===== config.mk =====
export PLATFORM = sky130hd
export DESIGN_NAME = rv32im_fetch_flat
export DESIGN_NICKNAME = d
export VERILOG_FILES = /design/src/rtl/rv32im_fetch_if.sv /design/src/rtl/rv32im_fetch.sv /design/src/flat_wrapper.sv
export SDC_FILE = /design/constraint.sdc
export NUM_CORES = 1
export LEC_CHECK = 0
export ABC_AREA = 1
export CAP_MARGIN = 10
export CORE_MARGIN = 1
export CORE_UTILIZATION = 49
export CTS_CLUSTER_DIAMETER = 50
export DETAILED_ROUTE_END_ITERATION = 7
export GPL_ROUTABILITY_DRIVEN = 0
export PLACE_DENSITY = 0.87
export SYNTH_ARGS = -nofsm -noshare
export SYNTH_HDL_FRONTEND = slang
export SYNTH_SLANG_ARGS = --single-unit

===== constraint.sdc =====
create_clock -name clk_i -period 5.1 [get_ports clk_i]
set_clock_uncertainty 0.05 [all_clocks]
set_input_delay 1.02 -clock clk_i [delete_from_list [all_inputs] [get_ports clk_i]]
set_output_delay 1.02 -clock clk_i [all_outputs]
set_load 0.02 [all_outputs]

===== src/rtl/rv32im_fetch_if.sv =====
// Instruction-memory request/acknowledge bus between the fetch unit and memory.
// Signal names follow the fetch unit's point of view.
interface rv32im_fetch_if #(
    parameter int XLEN = 32,
    parameter int ILEN = 32
);
    logic            mem_req_o;
    logic [XLEN-1:0] mem_addr_o;
    logic            mem_ack_i;
    logic [ILEN-1:0] mem_data_i;

    modport master (output mem_req_o, mem_addr_o, input mem_ack_i, mem_data_i);
    modport slave  (input mem_req_o, mem_addr_o, output mem_ack_i, mem_data_i);
endinterface


===== src/rtl/rv32im_fetch.sv =====
// RV32IM fetch unit: owns the PC, fetches over a req/ack bus, presents words to
// decode, waits on control-flow feedback and inserts interrupt entry at boundaries.
module rv32im_fetch #(
    parameter int              XLEN         = 32,
    parameter int              ILEN         = 32,
    parameter logic [XLEN-1:0] RESET_VECTOR = '0,
    parameter logic [XLEN-1:0] IRQ_VECTOR   = 32'h0000_0010
) (
    input  logic             clk_i,
    input  logic             rst_i,
    rv32im_fetch_if.master   mem,
    output logic [ILEN-1:0]  instruction_o,
    output logic [XLEN-1:0]  pc_data_o,
    output logic             data_ready_o,
    input  logic             stall_i,
    input  logic             processing_jump_i,
    input  logic             redirect_i,
    input  logic [XLEN-1:0]  redirect_pc_i,
    input  logic             resume_i,
    input  logic             mret_i,
    input  logic             irq_i,
    output logic             interrupt_trigger_o
);
    typedef enum logic [2:0] {IDLE, REQ, PRESENT, JUMP_WAIT, IRQ} state_e;

    state_e          state_q, state_d;
    logic [XLEN-1:0] pc_q, pc_d;
    logic [XLEN-1:0] pc_data_q, pc_data_d;
    logic [XLEN-1:0] ret_pc_q, ret_pc_d;
    logic [ILEN-1:0] instr_q, instr_d;
    logic            in_handler_q, in_handler_d;
    logic            boundary;
    logic [XLEN-1:0] next_pc;

    always_ff @(posedge clk_i or posedge rst_i) begin
        if (rst_i) begin
            state_q      <= IDLE;
            pc_q         <= RESET_VECTOR;
            pc_data_q    <= '0;
            ret_pc_q     <= '0;
            instr_q      <= '0;
            in_handler_q <= 1'b0;
        end else begin
            state_q      <= state_d;
            pc_q         <= pc_d;
            pc_data_q    <= pc_data_d;
            ret_pc_q     <= ret_pc_d;
            instr_q      <= instr_d;
            in_handler_q <= in_handler_d;
        end
    end

    always_comb begin
        state_d      = state_q;
        pc_d         = pc_q;
        pc_data_d    = pc_data_q;
        ret_pc_d     = ret_pc_q;
        instr_d      = instr_q;
        in_handler_d = in_handler_q;
        boundary     = 1'b0;
        next_pc      = pc_q + XLEN'(4);
        case (state_q)
            IDLE: state_d = REQ;
            REQ: begin
                if (mem.mem_ack_i) begin
                    instr_d   = mem.mem_data_i;
                    pc_data_d = pc_q;
                    state_d   = PRESENT;
                end
            end
            PRESENT: begin
                if (!stall_i) begin
                    if (processing_jump_i) state_d = JUMP_WAIT;
                    else                   boundary = 1'b1;
                end
            end
            JUMP_WAIT: begin
                if (redirect_i) begin
                    next_pc  = redirect_pc_i & ~XLEN'(3);
                    boundary = 1'b1;
                    if (mret_i) in_handler_d = 1'b0;
                end else if (resume_i) begin
                    boundary = 1'b1;
                end
            end
            IRQ:     state_d = REQ;
            default: state_d = IDLE;
        endcase
        // Interrupt entry decision uses the handler flag as it was this cycle.
        if (boundary) begin
            if (irq_i && !in_handler_q) begin
                ret_pc_d     = next_pc;
                pc_d         = IRQ_VECTOR;
                in_handler_d = 1'b1;
                state_d      = IRQ;
            end else begin
                pc_d    = next_pc;
                state_d = REQ;
            end
        end
    end

    assign mem.mem_req_o       = (state_q == REQ);
    assign mem.mem_addr_o      = pc_q;
    assign instruction_o       = instr_q;
    assign data_ready_o        = (state_q == PRESENT);
    assign interrupt_trigger_o = (state_q == IRQ);
    assign pc_data_o           = (state_q == IRQ) ? ret_pc_q : pc_data_q;
endmodule


===== src/flat_wrapper.sv =====
// flat-port wrapper written by rule: the top's interface ports become plain ports
module rv32im_fetch_flat 
#(
    parameter int              XLEN         = 32,
    parameter int              ILEN         = 32,
    parameter logic [XLEN-1:0] RESET_VECTOR = '0,
    parameter logic [XLEN-1:0] IRQ_VECTOR   = 32'h0000_0010
)
  (clk_i, rst_i, instruction_o, pc_data_o, data_ready_o, stall_i, processing_jump_i, redirect_i, redirect_pc_i, resume_i, mret_i, irq_i, interrupt_trigger_o, mem_mem_req_o, mem_mem_addr_o, mem_mem_ack_i, mem_mem_data_i);
  rv32im_fetch_if #(.XLEN(XLEN), .ILEN(ILEN)) mem_i ();
  input  logic clk_i;
  input  logic rst_i;
  output logic [ILEN-1:0] instruction_o;
  output logic [XLEN-1:0] pc_data_o;
  output logic data_ready_o;
  input  logic stall_i;
  input  logic processing_jump_i;
  input  logic redirect_i;
  input  logic [XLEN-1:0] redirect_pc_i;
  input  logic resume_i;
  input  logic mret_i;
  input  logic irq_i;
  output logic interrupt_trigger_o;
  output wire logic [$bits(mem_i.mem_req_o)-1:0] mem_mem_req_o;
  output wire logic [$bits(mem_i.mem_addr_o)-1:0] mem_mem_addr_o;
  input wire logic [$bits(mem_i.mem_ack_i)-1:0] mem_mem_ack_i;
  input wire logic [$bits(mem_i.mem_data_i)-1:0] mem_mem_data_i;
  assign mem_mem_req_o = mem_i.mem_req_o;
  assign mem_mem_addr_o = mem_i.mem_addr_o;
  assign mem_i.mem_ack_i = mem_mem_ack_i;
  assign mem_i.mem_data_i = mem_mem_data_i;
  rv32im_fetch #(.XLEN(XLEN), .ILEN(ILEN), .RESET_VECTOR(RESET_VECTOR), .IRQ_VECTOR(IRQ_VECTOR)) u_core (.clk_i(clk_i), .rst_i(rst_i), .mem(mem_i), .instruction_o(instruction_o), .pc_data_o(pc_data_o), .data_ready_o(data_ready_o), .stall_i(stall_i), .processing_jump_i(processing_jump_i), .redirect_i(redirect_i), .redirect_pc_i(redirect_pc_i), .resume_i(resume_i), .mret_i(mret_i), .irq_i(irq_i), .interrupt_trigger_o(interrupt_trigger_o));
endmodule

# == Yosys cells after proc, flatten, opt, wreduce, memory -nomap -nowiden ==
# Cells that the tools add are included.
# word_totals
regBits,132
in_bits,73
elab_cells,42
out_inout_bits,99
# classes
addsub,1
reduce_logical,7
mux,20
eq_ne,8
# op_table
cell,count
$mux 32,4
$add 32x3->32 const B,1
$mux 3,5
$pmux 3 s4,1
$mux 1,9
$eq 3x2->1 const B,2
$ne 3x1->1 const B,2
$reduce_and 2->1,2
$reduce_and 4->1,1
$eq 3x1->1 const B,1
$eq 3x3->1 const B,1
$logic_not 3->1,1
$ne 3x2->1 const B,1
$ne 2x1->1 const B,1
$pmux 1 s2,1
$reduce_or 2->1,1
$logic_and 1x1->1,1
$logic_not 1->1,1

# == Logic depth before layout (Yosys ltp) ==
# depth
ltp_word,5
depth_mapped,11
ltp_nobuf,11

# == Worst setup path before layout ==
# No wires, ideal clock.
# synth_timing
path_type,reg-to-output
start,register u_core.state_q[0]
end,output port pc_data_o[15]
stages_incl_launch_ff,5
path_buffers,1
slack_ns,2.365
t_arrival_ns,1.665
required_ns,4.030
path_cell_list,dfrtp_1 -> nor3_1 -> clkinv_1 -> clkbuf_1 -> o21ai_0
# synth_between
elab_chain_cells,2
# synth_lines
item,line,source
from (decl),rv32im_fetch.sv:26,"state_e state_q, state_d;"
from (signal assigned),rv32im_fetch.sv:44,state_q <= state_d;
$eq 3x3->1,rv32im_fetch.sv:108,assign pc_data_o = (state_q == IRQ) ? ret_pc_q : pc_data_q;
$mux 32,rv32im_fetch.sv:108,
to (decl),flat_wrapper.sv:14,output logic [XLEN-1:0] pc_data_o;
# No other way between the ends.

# == Worst setup path after layout ==
# layout_timing
start,register u_core.state_q[0]
end,output port pc_data_o[3]
# Same word-level chain as after synthesis.

==> results.toml <==
[status]
status = "completed"

[clock_network]
cts_buffer_depth = 2
ctsHtreeMaxLevel = 4
path_clk_slew_ns = 0.05
worstSkewPairLatency_ns = 0.43
postCtsSetupBuffers = 0
hold_buffers = 0
root_buffer = "clkbuf_16"
cts_buffers = 17
cts.sinks = 132
tritoncts = "built"
cts_resized = 0

[floorplanning]
die_x_um = 117.0
core.rowCount = 41
coreArea_um2 = 12770
pin_count = 172
die-height_um = 117.0
initial_core_util_pct = 50.77
dieArea_um2 = 13700

[synth]
ys_seq_area_share_pct = 50.94
syn_nets = 879
yosys_register_bits = 132
ys_types = 30
postSynthAreaPerCell_um2 = 8.056
yosysWarnings = 0
syn_area_um2 = 6485
syn_inst = 805

[sta]
setup_slack_ns = 1.194
fmaxAchievable_mhz = 256.0
relSlewSlack_pct = 36.20
post-route-period-util_pct = 76.59
finalCriticalPeriod_ns = 3.906
worst_pin_slew_ns = 0.9536
setup_viol = 0
tns_ns = 0
finalHoldViolCount = 0
final_max_slew_viol_count = 0
rsz0062_at_grt = "no"

[drt]
drt_iter0_markers = 615
avgRoutedWirePerCell_um = 15.42
drt-pass1-iter-count = 5
dr_total_vias = 5993
drc_errors = 0
vias_per_cell = 5.202
ant_nets = 0
routed_wirelength_um = 17770

[worst_setup_path]
crit_chain = "nor3_2 -> clkinv_1 -> buf_4 -> o21ai_0 -> clkdlybuf4s50_1"
required_ns = 4.03
cp_slowest_cell = "clkdlybuf4s50_1"
end_kind = "primary output"
r2r_setup_slack_ns = 2.78
cp.arrival_ns = 2.84
cp_max_fo = 24
worstSetupPathType = "reg2out"
critical-path-max-stage-delay_ns = 0.64
startpoint_type = "flip-flop"

[worst_hold_path]
hold_path_class = "reg2reg"

[cells_and_area]
final_cell_mix = "nand2_1, clkdlybuf4s50_1, dfrtp_1"
layout.nets = 1041
fin_cells = 1152
layout_commonest_cell = "nand2_1"
area_delta_synth_final_pct = 37.91
diodes = 0
final_area_um2 = 8944
drive_gt1_share_pct = 11.33

[placement]
dpl_cell_area_um2 = 8323
place_inst = 1120
port_buffers = 169
pre_cts_slack_ns = 1.680
dp_hpwl_um = 12020

[power]
power_mw = 5.290
leakagePower_nw = 4.132
vdd_drop_max_mv = 0.2856
p_per_area_nw_per_um2 = 591.5

[global_route]
grtUsageTotal_pct = 27.46
grt_pass1_vias = 5626
grt_max_degree = 79
grt_pass1_wl_um = 27920
antenna_found_initial = 1
overflow = 0

[flow_run]
maxCapViolCount = 0
## registers in the layout, summed over array words and instances (netlist names)
signal                 cells
u_core.state_q             3
u_core.in_handler_q        1
u_core.instruction_o      32
u_core.ret_pc_q           32
u_core.pc_data_q          32
u_core.mem.mem_addr_o     32
## where the power goes
group	internal, mW	switching (mW)
Sequential	1.46	0.294
Clock	0.805	0.464
Combinational	1.02	1.25
Total	3.28	2.01
## kinds of logic after synthesis
logic type                 count (synthesis)  share of synthesized area [%]
and+or+nand+nor                          459                          29.21
DFF                                      132                          50.94
buffers and inverters                     88                          5.634
AOI/OAI and AO/OA                         80                          6.560
muxes                                     36                          6.251
xor gates and xnor gates                   9                          1.216
adders and majority gates                  1                         0.1929
## worst max-delay path, delay by kind of cell, from the launching register on
family	cells	cell delay [ns]
DFF	1	0.45
buffers and inverters	3	1.48
AOI/OAI and AO/OA	1	0.24
and+or+nand+nor	1	0.23
## per-layer routing
| metal | track usage, % | part of all wire [%] | wire length, um |
|---|---|---|---|
| met5 | 0 | 0.10 | 18 |
| met4 | 11.98 | 2.5 | 445 |
| met3 | 7.003 | 9.5 | 1683 |
| met2 | 45.09 | 47 | 8403 |
| met1 | 34.48 | 41 | 7215 |
## layout make-up
| type | count | area [um2] |
|---|---|---|
| Timing Repair Buffer | 176 | 1769 |
| Tap cell | 172 | 215.2 |
| Sequential cell | 132 | 3303 |
| Clock inverter | 12 | 153.9 |
| Fill cell | 988 | 3830 |
| Multi-Input combinational cell | 585 | 2826 |
| Clock buffer | 20 | 466.7 |
| Inverter | 55 | 209.0 |
## path summary, 6_finish.rpt
| kind | startpoint | to | depth (start not counted) |
|---|---|---|---|
| setup / recovery | u_core.state_q[0] | pc_data_o[3] | 5 |
| max in group asynchronous | rst_i | u_core.mem.mem_addr_o[12] | 3 |
| hold / removal | u_core.ret_pc_q[22] | u_core.ret_pc_q[22] | 2 |
| setup reg to reg | u_core.state_q[2] | u_core.mem.mem_addr_o[15] | 9 |
| min in group asynchronous | rst_i | u_core.instruction_o[19] | 2 |
| hold reg to reg | u_core.ret_pc_q[22] | u_core.ret_pc_q[22] | 2 |
## cells in the mapped netlist
cell | number | area (um2)
or2_2 | 21 | 131.4
a22oi_1 | 1 | 7.510
nor3_1 | 1 | 5.000
buf_2 | 10 | 50.05
o21ai_4 | 1 | 16.27
a21oi_1 | 2 | 10.01
inv_2 | 2 | 7.510
o21a_1 | 1 | 7.510
buf_1 | 2 | 7.510
clkbuf_1 | 17 | 63.81
nor2_4 | 2 | 22.52
inv_1 | 52 | 195.2
xor2_1 | 8 | 70.07
clkinv_1 | 1 | 3.750
and2_1 | 3 | 18.77
o21ai_0 | 65 | 325.3
nor2_2 | 3 | 18.77
o22ai_1 | 7 | 43.79
ha_1 | 1 | 12.51
nand2_1 | 321 | 1205
mux2_2 | 36 | 405.4
buf_6 | 2 | 22.52
buf_4 | 2 | 15.01
nand3_1 | 62 | 310.3
xnor2_1 | 1 | 8.760
dfrtp_1 | 132 | 3303
o21ai_1 | 3 | 15.01
nor2_1 | 42 | 157.7
nand4_1 | 1 | 6.260
nand2_2 | 3 | 18.77
## per-stage QoR
step                      hold WS [ns]  util [%]
after floorplan                 0.3994         -
after global placement          0.4121     65.16
after detailed placement        0.4153     65.16
after CTS                       0.4313     70.02
after global routing            0.4460     70.02
final                           0.4300     70.02
(Power assumes the default switching activity.)
